$ cat src/rtl/code_entry_tx_if.sv
// Code-entry request/response bundle between a host and code_entry_tx.
// Combinational wiring only: zero latency.
// No backpressure: start is only accepted while the sequencer reports idle.
interface code_entry_tx_if #(
    parameter int DIGITS = 2
) ();
    localparam int IW = $clog2(DIGITS + 2);

    logic                  start;
    logic [DIGITS*4-1:0]   code;
    logic                  abort;
    logic [3:0]            in_out;
    logic                  confirm_out;
    logic                  busy;
    logic                  done;
    logic [IW-1:0]         digit_idx;

    // Host side: issues requests and watches the digit stream.
    modport master (
        output start, code, abort,
        input  in_out, confirm_out, busy, done, digit_idx
    );

    // Sequencer side.
    modport slave (
        input  start, code, abort,
        output in_out, confirm_out, busy, done, digit_idx
    );
endinterface

$ cat src/rtl/code_entry_tx.sv
// Keypad code-entry sequencer: sends a captured code one nibble at a time with confirm strobes.
// Latency: first digit and confirm appear at the same edge that samples start (0 cycles).
// Backpressure: none; start is ignored while busy or in DONE. Optional checksum digit: CODE_ENTRY_TX_CHECKSUM_EN.
module code_entry_tx #(
    parameter int DIGITS = 2,
    parameter int HOLD   = 1,
    parameter int GAP    = 2
) (
    input logic            clock,
    input logic            reset,
    code_entry_tx_if.slave bus
);

`ifdef CODE_ENTRY_TX_CHECKSUM_EN
    localparam int NDIG = DIGITS + 1;
`else
    localparam int NDIG = DIGITS;
`endif
    localparam int IW   = $clog2(DIGITS + 2);
    localparam int SW   = NDIG * 4;
    localparam int CMAX = (HOLD > GAP) ? HOLD : GAP;
    localparam int CW   = (CMAX > 1) ? $clog2(CMAX) : 1;

    localparam logic [CW-1:0] HOLD_END = CW'(HOLD - 1);
    localparam logic [CW-1:0] GAP_END  = (GAP > 0) ? CW'(GAP - 1) : '0;
    localparam logic [IW-1:0] LAST_IDX = IW'(NDIG - 1);

    typedef enum logic [1:0] {
        ST_IDLE,
        ST_DRIVE,
        ST_GAP,
        ST_DONE
    } state_t;

    state_t         state_q, state_d;
    logic [SW-1:0]  sreg_q,  sreg_d;
    logic [CW-1:0]  cnt_q,   cnt_d;
    logic [IW-1:0]  idx_q,   idx_d;

    logic [SW-1:0]  load_val;
    logic           last_digit;
    logic [IW-1:0]  idx_inc;

`ifdef CODE_ENTRY_TX_CHECKSUM_EN
    logic [3:0]     csum;

    // Checksum digit is the XOR of every code nibble, appended after the last one.
    always_comb begin
        csum = '0;
        for (int i = 0; i < DIGITS; i++) begin
            csum = csum ^ bus.code[i*4 +: 4];
        end
    end

    assign load_val = {bus.code, csum};
`else
    assign load_val = bus.code;
`endif

    assign last_digit = (idx_q == LAST_IDX);
    // Index saturates on the last digit so it can never wrap.
    assign idx_inc    = last_digit ? idx_q : idx_q + IW'(1);

    // State, shift register, timing counter and digit index registers.
    always_ff @(posedge clock or negedge reset) begin
        if (!reset) begin
            state_q <= ST_IDLE;
            sreg_q  <= '0;
            cnt_q   <= '0;
            idx_q   <= '0;
        end else begin
            state_q <= state_d;
            sreg_q  <= sreg_d;
            cnt_q   <= cnt_d;
            idx_q   <= idx_d;
        end
    end

    // Next-state: walk each digit through HOLD drive cycles then GAP idle cycles.
    always_comb begin
        state_d = state_q;
        sreg_d  = sreg_q;
        cnt_d   = cnt_q;
        idx_d   = idx_q;

        case (state_q)
            ST_IDLE: begin
                if (bus.start) begin
                    state_d = ST_DRIVE;
                    sreg_d  = load_val;
                    cnt_d   = '0;
                    idx_d   = '0;
                end
            end

            ST_DRIVE: begin
                if (cnt_q == HOLD_END) begin
                    cnt_d = '0;
                    if (GAP > 0) begin
                        state_d = ST_GAP;
                    end else if (last_digit) begin
                        state_d = ST_DONE;
                        sreg_d  = '0;
                        idx_d   = '0;
                    end else begin
                        // Back-to-back digits: present the next one immediately.
                        state_d = ST_DRIVE;
                        sreg_d  = sreg_q << 4;
                        idx_d   = idx_inc;
                    end
                end else begin
                    cnt_d = cnt_q + CW'(1);
                end
            end

            ST_GAP: begin
                if (cnt_q == GAP_END) begin
                    cnt_d = '0;
                    if (last_digit) begin
                        state_d = ST_DONE;
                        sreg_d  = '0;
                        idx_d   = '0;
                    end else begin
                        state_d = ST_DRIVE;
                        sreg_d  = sreg_q << 4;
                        idx_d   = idx_inc;
                    end
                end else begin
                    cnt_d = cnt_q + CW'(1);
                end
            end

            ST_DONE: begin
                state_d = ST_IDLE;
                sreg_d  = '0;
                cnt_d   = '0;
                idx_d   = '0;
            end

            default: begin
                state_d = ST_IDLE;
                sreg_d  = '0;
                cnt_d   = '0;
                idx_d   = '0;
            end
        endcase

        // Abort wins over everything, including a start in the same cycle.
        if (bus.abort) begin
            state_d = ST_IDLE;
            sreg_d  = '0;
            cnt_d   = '0;
            idx_d   = '0;
        end
    end

    // Outputs decode registered state only, so they change exactly at clock edges.
    assign bus.busy        = (state_q == ST_DRIVE) || (state_q == ST_GAP);
    assign bus.confirm_out = (state_q == ST_DRIVE);
    assign bus.done        = (state_q == ST_DONE);
    assign bus.in_out      = bus.busy ? sreg_q[SW-1 -: 4] : 4'h0;
    assign bus.digit_idx   = idx_q;

endmodule

$ cat src/flat_wrapper.sv
// flat-port wrapper written by rule: the top's interface ports become plain ports
module code_entry_tx_flat 
#(
    parameter int DIGITS = 2,
    parameter int HOLD   = 1,
    parameter int GAP    = 2
)
  (clock, reset, bus_start, bus_code, bus_abort, bus_in_out, bus_confirm_out, bus_busy, bus_done, bus_digit_idx);
  code_entry_tx_if #(.DIGITS(DIGITS)) bus_i ();
  input logic clock;
  input logic reset;
  input wire logic [$bits(bus_i.start)-1:0] bus_start;
  input wire logic [$bits(bus_i.code)-1:0] bus_code;
  input wire logic [$bits(bus_i.abort)-1:0] bus_abort;
  output wire logic [$bits(bus_i.in_out)-1:0] bus_in_out;
  output wire logic [$bits(bus_i.confirm_out)-1:0] bus_confirm_out;
  output wire logic [$bits(bus_i.busy)-1:0] bus_busy;
  output wire logic [$bits(bus_i.done)-1:0] bus_done;
  output wire logic [$bits(bus_i.digit_idx)-1:0] bus_digit_idx;
  assign bus_i.start = bus_start;
  assign bus_i.code = bus_code;
  assign bus_i.abort = bus_abort;
  assign bus_in_out = bus_i.in_out;
  assign bus_confirm_out = bus_i.confirm_out;
  assign bus_busy = bus_i.busy;
  assign bus_done = bus_i.done;
  assign bus_digit_idx = bus_i.digit_idx;
  code_entry_tx #(.DIGITS(DIGITS), .HOLD(HOLD), .GAP(GAP)) u_core (.clock(clock), .reset(reset), .bus(bus_i));
endmodule
$ cat config.mk
export PLATFORM = sky130hd
export DESIGN_NAME = code_entry_tx_flat
export DESIGN_NICKNAME = d
export VERILOG_FILES = /design/src/rtl/code_entry_tx_if.sv /design/src/rtl/code_entry_tx.sv /design/src/flat_wrapper.sv
export SDC_FILE = /design/constraint.sdc
export NUM_CORES = 1
export LEC_CHECK = 0
export CELL_PAD_IN_SITES_DETAIL_PLACEMENT = 1
export CELL_PAD_IN_SITES_GLOBAL_PLACEMENT = 1
export CORE_MARGIN = 8
export CORE_UTILIZATION = 35
export CTS_CLUSTER_DIAMETER = 150
export DETAILED_ROUTE_END_ITERATION = 10
export HOLD_SLACK_MARGIN = 0.1
export PLACE_DENSITY_LB_ADDON = 0.05
export SKIP_LAST_GASP = 1
export SLEW_MARGIN = 20
export SYNTH_ARGS = -nofsm -noshare
export SYNTH_HDL_FRONTEND = slang
export SYNTH_SLANG_ARGS = --single-unit
$ cat constraint.sdc
create_clock -name clock -period 2.4 [get_ports clock]
set_input_delay 0.48 -clock clock [delete_from_list [all_inputs] [get_ports clock]]
set_output_delay 0.48 -clock clock [all_outputs]
set_load 0.05 [all_outputs]
# Yosys cells after proc, flatten, opt, wreduce, memory -nomap -nowiden
# Cells that the tools add are included.
[word_totals] register_bits=13 latch_bits=0 ramBits=0 mem_bits_ro=0 input_bits=12 memories=0
[classes] n_addsub=2 mul=0 n_div=0 n_lt_le_gt_ge=0 eq_ne=8 n_shift=0 muxes=22 bitwise_logic=0 n_reduce_logical=4
[op_table] op="$mux W8" count=4
[op_table] op="$pmux W8 S3" count=1
[op_table] op="$mux W2" count=9
[op_table] op="$pmux W2 S4" count=1
[op_table] op="$ne A3 B3 Y1 const B" count=2
[op_table] op="$pmux W2 S3" count=1
[op_table] op="$reduce_and A3 Y1" count=2
[op_table] op="$eq A2 B1 Y1 const B" count=2
[op_table] op="$eq A2 B2 Y1 const B" count=2
[op_table] op="$mux W1" count=4
[op_table] op="$mux W4" count=1
[op_table] op="$pmux W1 S4" count=1
[op_table] op="$ne A3 B2 Y1 const B" count=1
[op_table] op="$add A2 B1 Y2 const B" count=1
[op_table] op="$logic_not A2 Y1" count=1
[op_table] op="$ne A2 B2 Y1 const B" count=1
[op_table] op="$add A1 B1 Y1 const B" count=1
[op_table] op="$logic_or A1 B1 Y1" count=1

# Longest topological paths before layout
[depth] word_depth=5 ltp_mapped=5

# Worst setup path after synthesis
# Ideal clock, no wire load.
[synth_timing] path_kind="reg2out" from="register u_core.state_q[0]" to="output port bus_in_out[0]" arrival_time_ns=1.545 required_time_ns=1.920 path_slack_ns=0.375 stages_incl_launch_ff=4 path_buffers=0 cell_sequence="dfrtp_1 inv_1 ha_1 and2_1"
[synth_between] elab_chain_cells=3 elab_cells_between_ends=4
[synth_lines] element="start: declaration" line_no="code_entry_tx.sv:35" rtl="state_t state_q, state_d;"
[synth_lines] element="start signal: assignment" line_no="code_entry_tx.sv:72" rtl="state_q <= state_d;"
[synth_lines] element="$eq A2 B1 Y1 or $eq A2 B2 Y1 (tied branches)" line_no="code_entry_tx.sv:158" rtl="assign bus.busy = (state_q == ST_DRIVE) || (state_q == ST_GAP);"
[synth_lines] element="$logic_or A1 B1 Y1 (*)" line_no="code_entry_tx.sv:158"
[synth_lines] element="net bus_busy" line_no="flat_wrapper.sv:17" rtl="output wire logic [$bits(bus_i.busy)-1:0] bus_busy;"
[synth_lines] element="$mux W4 (*)" line_no="code_entry_tx.sv:161" rtl="assign bus.in_out = bus.busy ? sreg_q[SW-1 -: 4] : 4'h0;"
[synth_lines] element="end: declaration" line_no="flat_wrapper.sv:15" rtl="output wire logic [$bits(bus_i.in_out)-1:0] bus_in_out;"
# Mark *: on every way through the listed nets, which the timed path passes. The rest lies on a longest branch.

# Final worst setup path
[layout_timing] from="register u_core.state_q[1]" to="output port bus_done"
[layout_between] elab_chain_cells=1
[layout_lines] element="$eq A2 B2 Y1" line_no="code_entry_tx.sv:160" rtl="assign bus.done = (state_q == ST_DONE);"
[layout_lines] element="end: declaration" line_no="flat_wrapper.sv:18" rtl="output wire logic [$bits(bus_i.done)-1:0] bus_done;"
# Every way passes these cells.

==> impl_metrics.csv <==
group,metric,value,unit
layout,nNetsFinal,105,
timing,finalCritPeriodShare,91.40,%
synthesis,syn_inst,64,
global_routing,grt_max_degree,14,
clock_tree,cts_buffers,3,
run_status,status,"complete, no violations",
global_routing,grt_pass1_vias,629,
layout,syn_to_final_growth,34.31,%
timing,skew,0.007380,ns
synthesis,ys_warn_count,0,
timing,setup_violations,0,
timing,slew-limit-headroom,59.15,%
layout,fill_cells,236,
min_path,hp-start,"u_core.sreg_q[5]$_DFFE_PN0P_",
layout,drive_above_1_share,19.32,%
global_routing,overflow,0,
route,firstDrtPassIters,4,
floorplanning,initial_core_util,37.18,%
global_routing,grtUsageTotal,11.36,%
placement,dp.final_hpwl,1333,um
setup_path,slowest_delay,0.81,ns
placement,place.gp.congestion,0.7365,
route,vias_per_cell,4.930,
route,num_vias,567,
synthesis,ys_ff_latch,13,
synthesis,synth_edf_count,0,
clock_tree,cts_buffer_depth,2,
setup_path,regToRegStartpoint,"u_core.state_q[0]$_DFFE_PN0P_",
timing,timing.hold.ws,0.5049,ns
setup_path,reg2reg_setup_slack,0.54,ns
power,peakVddDrop,0.5047,mV
setup_path,arrival,1.71,ns
setup_path,cp.required,1.92,ns
route,wl_per_cell,15.09,um
clock_tree,cts_setup_buffers,0,
synthesis,ys_seq_area_share,44.60,%
floorplanning,die-area,3801,um^2
layout,num_antenna_cells,0,
floorplanning,row_count,16,
synthesis,ys_async_sr_fraction,100.0,%
setup_path,critPathLaunch,"u_core.state_q[1]$_DFFE_PN0P_",
power,leakagePower,0.0004424,uW
clock_tree,cts_tree,"built",
global_routing,grt_pass1_wl,3077,um
floorplanning,die_w,61.65,um
route,wirelength,1735,um
setup_path,cp_slowest_cell,"clkdlybuf4s50_1",
placement,io_buffers,20,
min_path,holdPathStages,1,
synthesis,yosysUniqueCellTypes,23,
timing,slew_violations,0,
setup_path,worstRegToRegCells,5,
layout,multi_input_area,374.1,um^2
setup_path,crit_path_cell_trace,"ha_1 > clkdlybuf4s50_1",
min_path,hp-class,"register to register",
setup_path,rr_endpoint,"u_core.sreg_q[4]$_DFFE_PN0P_",
route,route.detailed.drc,0,
synthesis,syn-cell-area,729.5,um^2
clock_tree,cts.reportedPaths.clkPinSlew,0.09,ns
timing,fin_crit,2.194,ns
global_routing,antenna_found_initial,0,
setup_path,start_kind,"register",
synthesis,syn_nets,80,
layout,regArea,325.3,um^2
power,power_density,910.5,nW/um^2
clock_tree,cts.sinks,13,
setup_path,crit_type,"register to primary output",
timing,finalSetupTns,0,ns
timing,maxClockFrequency,0.4559,GHz
timing,rsz0062_at_grt,"no",
clock_tree,ctsHoldBuffers,0,
timing,final_hold_viol_count,0,
setup_path,end_kind,"primary output",
clock_tree,clk_latency,0.28,ns
synthesis,ys.flop_type,"dfrtp_1",
floorplanning,core-area,1962,um^2
clock_tree,cts-root-buf,"clkbuf_4",
synthesis,syn_area_per_cell,11.40,um^2
timing,worst_slew_pin_slew,0.6108,ns
min_path,hold_path_end,"u_core.sreg_q[5]$_DFFE_PN0P_",
run,maxCapViolations,0,
route,drt_iter0_drc,9,
setup_path,worstPathMaxFanout,5,
floorplanning,ioPinCount,21,
route,antenna_left,0,
clock_tree,htreeDepth,1,
floorplanning,fp.dieH,61.65,um
power,power,892.0,uW
clock_tree,cts_resized,0,
## state kept, by name, summed over array words and instances (netlist names)
register	cells
u_core.state_q	2
u_core.cnt_q	1
u_core.bus.digit_idx	2
u_core.sreg_q	8
## worst max-delay path: cells and delay by family (launching register included)
| kind | cells | cell delay [ns] |
|---|---|---|
| fa+ha+maj | 1 | 0.21 |
| buf+inv | 1 | 0.81 |
| flops | 1 | 0.42 |
## cell usage after synthesis, types with 2 or more instances
library cell / count / area share, %
dfrtp_1: 13 / 45
mux2_2: 5 / 7.7
nor2b_1: 2 / 1.7
and2_1: 4 / 3.4
nand2b_1: 2 / 1.7
nand2_1: 5 / 2.6
inv_1: 8 / 4.1
a32o_1: 4 / 5.5
mux2i_1: 4 / 5.5
ha_1: 4 / 6.9
## logic make-up after synthesis
logic type | synth area share, %
fa+ha+maj | 6.861
flops | 44.60
buf+inv | 4.117
mux | 14.75
compound gates | 13.72
simple gates | 15.95
## placed cells by master, fill, tap and decap left out, types with 2 or more instances in the layout
| cell | synthesis | final |
|---|---|---|
| a32o_1 | 4 | 4 |
| and2_1 | 4 | 4 |
| buf_4 | 0 | 5 |
| clkbuf_4 | 0 | 3 |
| clkdlybuf4s50_1 | 0 | 14 |
| dfrtp_1 | 13 | 13 |
| ha_1 | 4 | 4 |
| inv_1 | 8 | 8 |
| mux2_2 | 5 | 5 |
| mux2i_1 | 4 | 4 |
| nand2_1 | 5 | 5 |
| nand2b_1 | 2 | 2 |
| nor2b_1 | 2 | 2 |
## power by group
| group | switching (uW) | total (uW) | internal (uW) |
|---|---|---|---|
| Clock | 75.7 | 140 | 64.4 |
| Combinational | 277 | 451 | 174 |
| Sequential | 32.6 | 301 | 269 |
## metal layers
layer	up-vias	part of all wire, %	track usage (%)
li1	274	-	-
met1	277	43	12.74
met2	14	49	17.58
met3	2	7.1	4.593
met4	0	1.1	6.818
met5	-	0	0
## cell type report
type	count	area share, %
multi-input combinational	43	38.19
timing repair buffer	20	19.41
inverter	8	3.065
clock buffer	4	2.682
tap	27	3.448
sequential	13	33.21
## stage by stage
stage	util (%)	setup WS (ns)	instances	instance area [um^2]
after detailed placement	48.47	0.3174	111	950.9
after CTS	49.81	0.06948	115	977.2
after global placement	48.47	0.3320	111	950.9
final	49.94	0.2065	115	979.7
after floorplan	-	0.3753	64	729.5
after global routing	49.94	0.1094	115	979.7
## worst max path at each step
stage	slack, ns	to	cells past startpoint
after floorplan	0.38	bus_in_out[0]	3
after global placement	0.33	u_core.sreg_q[7]$_DFFE_PN0P_	4
after detailed placement	0.32	u_core.sreg_q[5]$_DFFE_PN0P_	4
after CTS	0.07	bus_confirm_out	3
after global routing	0.11	bus_done	2
final	0.21	bus_done	2
(Power assumes the default switching activity.)
